[config.mk]
export PLATFORM = sky130hd
export DESIGN_NAME = alu_sequencer_flat
export DESIGN_NICKNAME = d
export VERILOG_FILES = /design/src/rtl/alu_sequencer_if.sv /design/src/rtl/alu_sequencer.sv /design/src/flat_wrapper.sv
export SDC_FILE = /design/constraint.sdc
export NUM_CORES = 1
export LEC_CHECK = 0
export CELL_PAD_IN_SITES_DETAIL_PLACEMENT = 1
export CELL_PAD_IN_SITES_GLOBAL_PLACEMENT = 2
export CORE_ASPECT_RATIO = 2
export CORE_MARGIN = 3
export CORE_UTILIZATION = 29
export CTS_BUF_LIST = sky130_fd_sc_hd__clkbuf_16
export CTS_CLUSTER_SIZE = 24
export DETAILED_ROUTE_END_ITERATION = 8
export GPL_TIMING_DRIVEN = 1
export PLACE_DENSITY = 0.92
export SKIP_LAST_GASP = 1
export SYNTH_ARGS = -nofsm -noshare
export SYNTH_HDL_FRONTEND = slang
export SYNTH_SLANG_ARGS = --single-unit
[constraint.sdc]
create_clock -name clk -period 5.3 [get_ports clk]
set_clock_uncertainty 0.2 [all_clocks]
set_input_delay 0.795 -clock clk [delete_from_list [all_inputs] [get_ports clk]]
set_output_delay 0.795 -clock clk [all_outputs]
set_load 0.05 [all_outputs]
[src/rtl/alu_sequencer_if.sv]
`default_nettype none
// ============================================================================
// alu_sequencer_if : instruction handshake, register-file and ALU bus
// Rev 1.0
// ============================================================================
interface alu_sequencer_if #(
  parameter int RAW = 3,
  parameter int DW  = 8
);
  logic           ins_valid;
  logic           ins_ready;
  logic [1:0]     ins_op;
  logic [RAW-1:0] ins_rd;
  logic [RAW-1:0] ins_ra;
  logic [RAW-1:0] ins_rb;
  logic [RAW-1:0] rf_raddr;
  logic [DW-1:0]  rf_rdata;
  logic           rf_we;
  logic [RAW-1:0] rf_waddr;
  logic [DW-1:0]  rf_wdata;
  logic [1:0]     alu_sel;
  logic [DW-1:0]  alu_a;
  logic [DW-1:0]  alu_b;
  logic [DW-1:0]  alu_out;
  logic           alu_co;
  logic           alu_z;

  modport master (
    input  ins_valid, ins_op, ins_rd, ins_ra, ins_rb, rf_rdata, alu_out, alu_co, alu_z,
    output ins_ready, rf_raddr, rf_we, rf_waddr, rf_wdata, alu_sel, alu_a, alu_b
  );

  modport slave (
    output ins_valid, ins_op, ins_rd, ins_ra, ins_rb, rf_rdata, alu_out, alu_co, alu_z,
    input  ins_ready, rf_raddr, rf_we, rf_waddr, rf_wdata, alu_sel, alu_a, alu_b
  );
endinterface

`default_nettype wire

[src/rtl/alu_sequencer.sv]
`default_nettype none
// ============================================================================
// alu_sequencer : read A, read B, execute, write back; one ALU op at a time.
// Optional overlap of WB with the next handshake via ALU_SEQ_OVERLAP_EN.
// Rev 1.0
// ============================================================================
module alu_sequencer #(
  parameter int RAW = 3,
  parameter int DW  = 8
) (
  input  logic             clk,
  input  logic             rst_n,
  alu_sequencer_if.master  bus,
  output logic             flag_c,
  output logic             flag_z,
  output logic             busy,
  output logic             done
);

  typedef enum logic [2:0] {
    IDLE = 3'd0,
    RDA  = 3'd1,
    RDB  = 3'd2,
    EXEC = 3'd3,
    WB   = 3'd4
  } state_t;

  state_t         r_state;
  state_t         w_stateNext;
  logic           w_accept;
  logic [1:0]     r_op;
  logic [1:0]     r_aluSel;
  logic [RAW-1:0] r_rd;
  logic [RAW-1:0] r_rb;
  logic [RAW-1:0] r_raddr;
  logic [DW-1:0]  r_opA;
  logic [DW-1:0]  r_opB;
  logic [DW-1:0]  r_result;
  logic           r_cN;
  logic           r_zN;

`ifdef ALU_SEQ_OVERLAP_EN
  assign bus.ins_ready = (r_state == IDLE) || (r_state == WB);
`else
  assign bus.ins_ready = (r_state == IDLE);
`endif
  assign w_accept = bus.ins_valid && bus.ins_ready;

  always_comb begin
    w_stateNext = r_state;
    case (r_state)
      IDLE:    if (w_accept) w_stateNext = RDA;
      RDA:     w_stateNext = RDB;
      RDB:     w_stateNext = EXEC;
      EXEC:    w_stateNext = WB;
      WB:      w_stateNext = w_accept ? RDA : IDLE;
      default: w_stateNext = IDLE;
    endcase
  end

  always_ff @(posedge clk or negedge rst_n) begin
    if (!rst_n) r_state <= IDLE;
    else        r_state <= w_stateNext;
  end

  always_ff @(posedge clk or negedge rst_n) begin
    if (!rst_n) begin
      r_op     <= '0;
      r_aluSel <= '0;
      r_rd     <= '0;
      r_rb     <= '0;
      r_raddr  <= '0;
      r_opA    <= '0;
      r_opB    <= '0;
      r_result <= '0;
      r_cN     <= 1'b0;
      r_zN     <= 1'b0;
      flag_c   <= 1'b0;
      flag_z   <= 1'b0;
    end else begin
      // Operand A's address goes out straight from the handshake so RDA presents it.
      if (w_accept) begin
        r_op    <= bus.ins_op;
        r_rd    <= bus.ins_rd;
        r_rb    <= bus.ins_rb;
        r_raddr <= bus.ins_ra;
      end
      if (r_state == RDA) r_raddr <= r_rb;
      if (r_state == RDB) begin
        r_opA    <= bus.rf_rdata;
        r_aluSel <= r_op;
      end
      if (r_state == EXEC) begin
        r_opB    <= bus.rf_rdata;
        r_result <= bus.alu_out;
        r_cN     <= bus.alu_co;
        r_zN     <= bus.alu_z;
      end
      if (r_state == WB) begin
        flag_c <= r_cN;
        flag_z <= r_zN;
      end
    end
  end

  // Operand B arrives from the register file's own output register during EXEC
  // and stays put for the whole cycle; r_opB keeps it visible afterwards.
  assign bus.alu_b    = (r_state == EXEC) ? bus.rf_rdata : r_opB;
  assign bus.alu_a    = r_opA;
  assign bus.alu_sel  = r_aluSel;
  assign bus.rf_raddr = r_raddr;
  assign bus.rf_we    = (r_state == WB);
  assign bus.rf_waddr = r_rd;
  assign bus.rf_wdata = r_result;
  assign busy         = (r_state != IDLE);
  assign done         = (r_state == WB);

endmodule

`default_nettype wire

[src/flat_wrapper.sv]
// flat-port wrapper written by rule: the top's interface ports become plain ports
module alu_sequencer_flat 
#(
  parameter int RAW = 3,
  parameter int DW  = 8
)
  (clk, rst_n, flag_c, flag_z, busy, done, bus_ins_valid, bus_ins_op, bus_ins_rd, bus_ins_ra, bus_ins_rb, bus_rf_rdata, bus_alu_out, bus_alu_co, bus_alu_z, bus_ins_ready, bus_rf_raddr, bus_rf_we, bus_rf_waddr, bus_rf_wdata, bus_alu_sel, bus_alu_a, bus_alu_b);
  alu_sequencer_if #(.RAW(RAW), .DW(DW)) bus_i ();
  input  logic clk;
  input  logic rst_n;
  output logic flag_c;
  output logic flag_z;
  output logic busy;
  output logic done;
  input wire logic [$bits(bus_i.ins_valid)-1:0] bus_ins_valid;
  input wire logic [$bits(bus_i.ins_op)-1:0] bus_ins_op;
  input wire logic [$bits(bus_i.ins_rd)-1:0] bus_ins_rd;
  input wire logic [$bits(bus_i.ins_ra)-1:0] bus_ins_ra;
  input wire logic [$bits(bus_i.ins_rb)-1:0] bus_ins_rb;
  input wire logic [$bits(bus_i.rf_rdata)-1:0] bus_rf_rdata;
  input wire logic [$bits(bus_i.alu_out)-1:0] bus_alu_out;
  input wire logic [$bits(bus_i.alu_co)-1:0] bus_alu_co;
  input wire logic [$bits(bus_i.alu_z)-1:0] bus_alu_z;
  output wire logic [$bits(bus_i.ins_ready)-1:0] bus_ins_ready;
  output wire logic [$bits(bus_i.rf_raddr)-1:0] bus_rf_raddr;
  output wire logic [$bits(bus_i.rf_we)-1:0] bus_rf_we;
  output wire logic [$bits(bus_i.rf_waddr)-1:0] bus_rf_waddr;
  output wire logic [$bits(bus_i.rf_wdata)-1:0] bus_rf_wdata;
  output wire logic [$bits(bus_i.alu_sel)-1:0] bus_alu_sel;
  output wire logic [$bits(bus_i.alu_a)-1:0] bus_alu_a;
  output wire logic [$bits(bus_i.alu_b)-1:0] bus_alu_b;
  assign bus_i.ins_valid = bus_ins_valid;
  assign bus_i.ins_op = bus_ins_op;
  assign bus_i.ins_rd = bus_ins_rd;
  assign bus_i.ins_ra = bus_ins_ra;
  assign bus_i.ins_rb = bus_ins_rb;
  assign bus_i.rf_rdata = bus_rf_rdata;
  assign bus_i.alu_out = bus_alu_out;
  assign bus_i.alu_co = bus_alu_co;
  assign bus_i.alu_z = bus_alu_z;
  assign bus_ins_ready = bus_i.ins_ready;
  assign bus_rf_raddr = bus_i.rf_raddr;
  assign bus_rf_we = bus_i.rf_we;
  assign bus_rf_waddr = bus_i.rf_waddr;
  assign bus_rf_wdata = bus_i.rf_wdata;
  assign bus_alu_sel = bus_i.alu_sel;
  assign bus_alu_a = bus_i.alu_a;
  assign bus_alu_b = bus_i.alu_b;
  alu_sequencer #(.RAW(RAW), .DW(DW)) u_core (.clk(clk), .rst_n(rst_n), .bus(bus_i), .flag_c(flag_c), .flag_z(flag_z), .busy(busy), .done(done));
endmodule
==> metrics.md <==
| Metric | Value |
|---|---|
| Area occupied by registers | `0.00110 sq mm` |
| Starting DRT DRC Count | `16` |
| Number of synthesis warnings | `0` |
| Vias in the first global route | `1257` |
| Maximum capacitance violations | `0` |
| Crit path capture type | `output port` |
| Post-synth EDFFs | `0` |
| Fill cells | `618` |
| Status | `complete, no violations` |
| Share of the synthesized area in the top cell type | `0.632` |
| Layout area overhead | `49.0%` |
| Total Wirelength | `4.10 mm` |
| CP max stage delay | `0.71 ns` |
| Async set-reset flop share out of synthesis | `1.00` |
| CTS Buf Count | `5` |
| Diode count | `0` |
| Post-route design area | `0.00260 sq mm` |
| Gates resized, CTS repair | `0` |
| Setup crit start kind | `register` |
| Initial core utilization | `0.303` |
| Crit path max-delay family | `buffers and inverters` |
| Synth Cell Area | `0.00174 sq mm` |
| Peak Freq | `300 MHz` |
| Fin crit period | `3.33 ns` |
| Rows | `39` |
| Worst skew pair latency | `0.28 ns` |
| Top-count cell post-synth | `dfrtp_1` |
| Area contributors post-synth | `dfrtp_1, mux2_2, nand2_1` |
| Die Span Y | `116 microns` |
| Setup violations, final | `0` |
| Fin crit share | `0.628` |
| Setup CP Type | `register to output port` |
| Max Root-Sink Buffers | `2` |
| Top Ports | `70` |
| Drt drc | `0` |
| Synthesized area per cell | `13.4 sq um` |
| Synth Flop Type | `dfrtp_1` |
| Leading area contributor after synthesis | `dfrtp_1` |
| Final RePlAce weighted congestion | `0.714` |
| Nets | `230` |
| Worst Path Required | `4.30 ns` |
| Wire per inst | `15.8 microns` |
| Seq cells post-synth | `44` |
| Port-buffer cells | `69` |
| TritonRoute pass-1 iters | `4` |
| DIE WIDTH | `60.8 microns` |
| Remaining Overflow, GRT | `0` |
| Total Routing Usage GR | `0.125` |
| Placed Instance Area | `0.00246 sq mm` |
| Register area share after synthesis | `0.632` |
| Max-slew violation count | `0` |
| Final Hold Viols | `0` |
| Setup TNS | `0 ns` |
| Commonest cells in the netlist | `dfrtp_1, mux2_2, nand2_1, nor2_1, buf_2` |
| Footprint of the multi-input gates | `578 sq um` |
| Cts hold-fix bufs | `0` |
| Via Count | `1228` |
| Max_slew headroom | `0.359` |
| H-tree Lvls | `2` |
| Worst slew pin tran | `0.961 ns` |
| Via density | `4.72` |
| Pin count of the biggest net entering global routing | `45` |
| CTS tree | `yes` |
| Routed Antenna Nets | `0` |
| Buf/Inv on CP | `2` |
| Cells along the critical path | `nand3b_1 > buf_4 > mux2_2 > clkdlybuf4s50_1` |
| Crit-path slowest cell | `clkdlybuf4s50_1` |
| Final design utilization | `0.451` |
| Worst min-delay path class | `register to register` |
| Layout cells sized above 1 | `0.216` |
| First-pass GRT wire length | `6.36 mm` |
| Sink Count | `44` |
| Root Buffer | `clkbuf_16` |
| RSZ-0062 raised after global routing | `false` |
| Hpwl dp | `3.00 mm` |
| Die area | `0.00703 sq mm` |
| Worst Path Max Fanout | `19` |
| Synth Net Count | `162` |
| Core region area | `0.00576 sq mm` |
| Synth unique cells | `19` |
| Post-synthesis cell count | `130` |
| Clock-pin slew on the worst setup and hold paths | `0.06 ns` |
| Antenna violations before repair | `0` |
| Post-CTS setup buffer count | `0` |
| Arr. time, crit path | `2.33 ns` |
[through the flow]
stage / setup slack (ns) / hold slack [ns] / std cells
global route: 1.83 / 0.310 / 260
global placement: 2.02 / 0.258 / 252
floorplan: 2.05 / 0.239 / 130
detailed placement: 2.01 / 0.263 / 252
CTS: 1.94 / 0.279 / 260
finish: 1.97 / 0.275 / 260
[worst register-to-register path, delay by kind of cell (launching register included)]
family | cells | cell delay [ns]
mux | 1 | 0.42
flops | 1 | 0.52
simple gates | 1 | 0.77
[final timing paths]
check	start	end	slack (ns)	cells after the start
worst max-delay path	u_core.r_state[2]$_DFFE_PN0P_	bus_alu_b[2]	1.97	4
worst min-delay path	u_core.bus.rf_waddr[1]$_DFFE_PN0P_	u_core.bus.rf_waddr[1]$_DFFE_PN0P_	0.27	2
worst max register to register	u_core.r_state[1]$_DFFE_PN0P_	u_core.bus.alu_sel[0]$_DFFE_PN0N_	3.28	2
worst min register to register	u_core.bus.rf_waddr[1]$_DFFE_PN0P_	u_core.bus.rf_waddr[1]$_DFFE_PN0P_	0.27	2
max in group asynchronous	rst_n	u_core.r_rb[1]$_DFFE_PN0P_	3.83	1
min in group asynchronous	rst_n	u_core.bus.rf_wdata[1]$_DFFE_PN0P_	0.46	1
[layout by cell type (no fill, tap or decap), types with 2 or more instances in the layout]
cell             netlist  final
nor3b_1                3      2
nand2_1               24     24
inv_1                  2      3
clkdlybuf4s50_1        0     68
clkbuf_16              0      5
a21oi_1                3      3
nor2_1                 5      5
mux2_2                30     30
a22oi_1                3      3
dfrtp_1               44     44
[cells by family (layout without fill, tap and decap cells)]
kind of cell | Yosys count | after routing | share of synthesized area
mux | 30 | 30 | 0.194
simple gates | 38 | 38 | 0.108
buf+inv | 11 | 80 | 0.0395
compound gates | 6 | 6 | 0.0215
flops | 44 | 44 | 0.632
xor+xnor | 1 | 1 | 0.00503
[flip-flops by register name, summed over array words and instances, names as in the netlist]
| register | cells |
|---|---|
| u_core.r_rb | 3 |
| u_core.bus.rf_wdata | 8 |
| u_core.bus.alu_sel | 2 |
| u_core.r_zN | 1 |
| u_core.flag_z | 1 |
| u_core.bus.rf_raddr | 3 |
| u_core.r_opB | 8 |
| u_core.bus.alu_a | 8 |
| u_core.r_op | 2 |
| u_core.flag_c | 1 |
| u_core.r_cN | 1 |
| u_core.r_state | 3 |
| u_core.bus.rf_waddr | 3 |
[final cells by class]
type,count,area share
timing repair buffer,70,0.267
inverter,2,0.00289
clock inverter,3,0.00578
clock buffer,5,0.0482
multi-input combinational,75,0.223
tap,61,0.0294
sequential,44,0.424
[metal layers]
layer / global-route usage / vias to the layer above / wire length, microns
li1: - / 568 / -
met1: 0.133 / 617 / 1430
met2: 0.219 / 39 / 2400
met3: 0.0312 / 4 / 186
met4: 0.0608 / 0 / 80
met5: 0 / - / 0
Power is not shown: default switching activity piles up to over one toggle a cycle in this logic, so the estimate is an artifact.
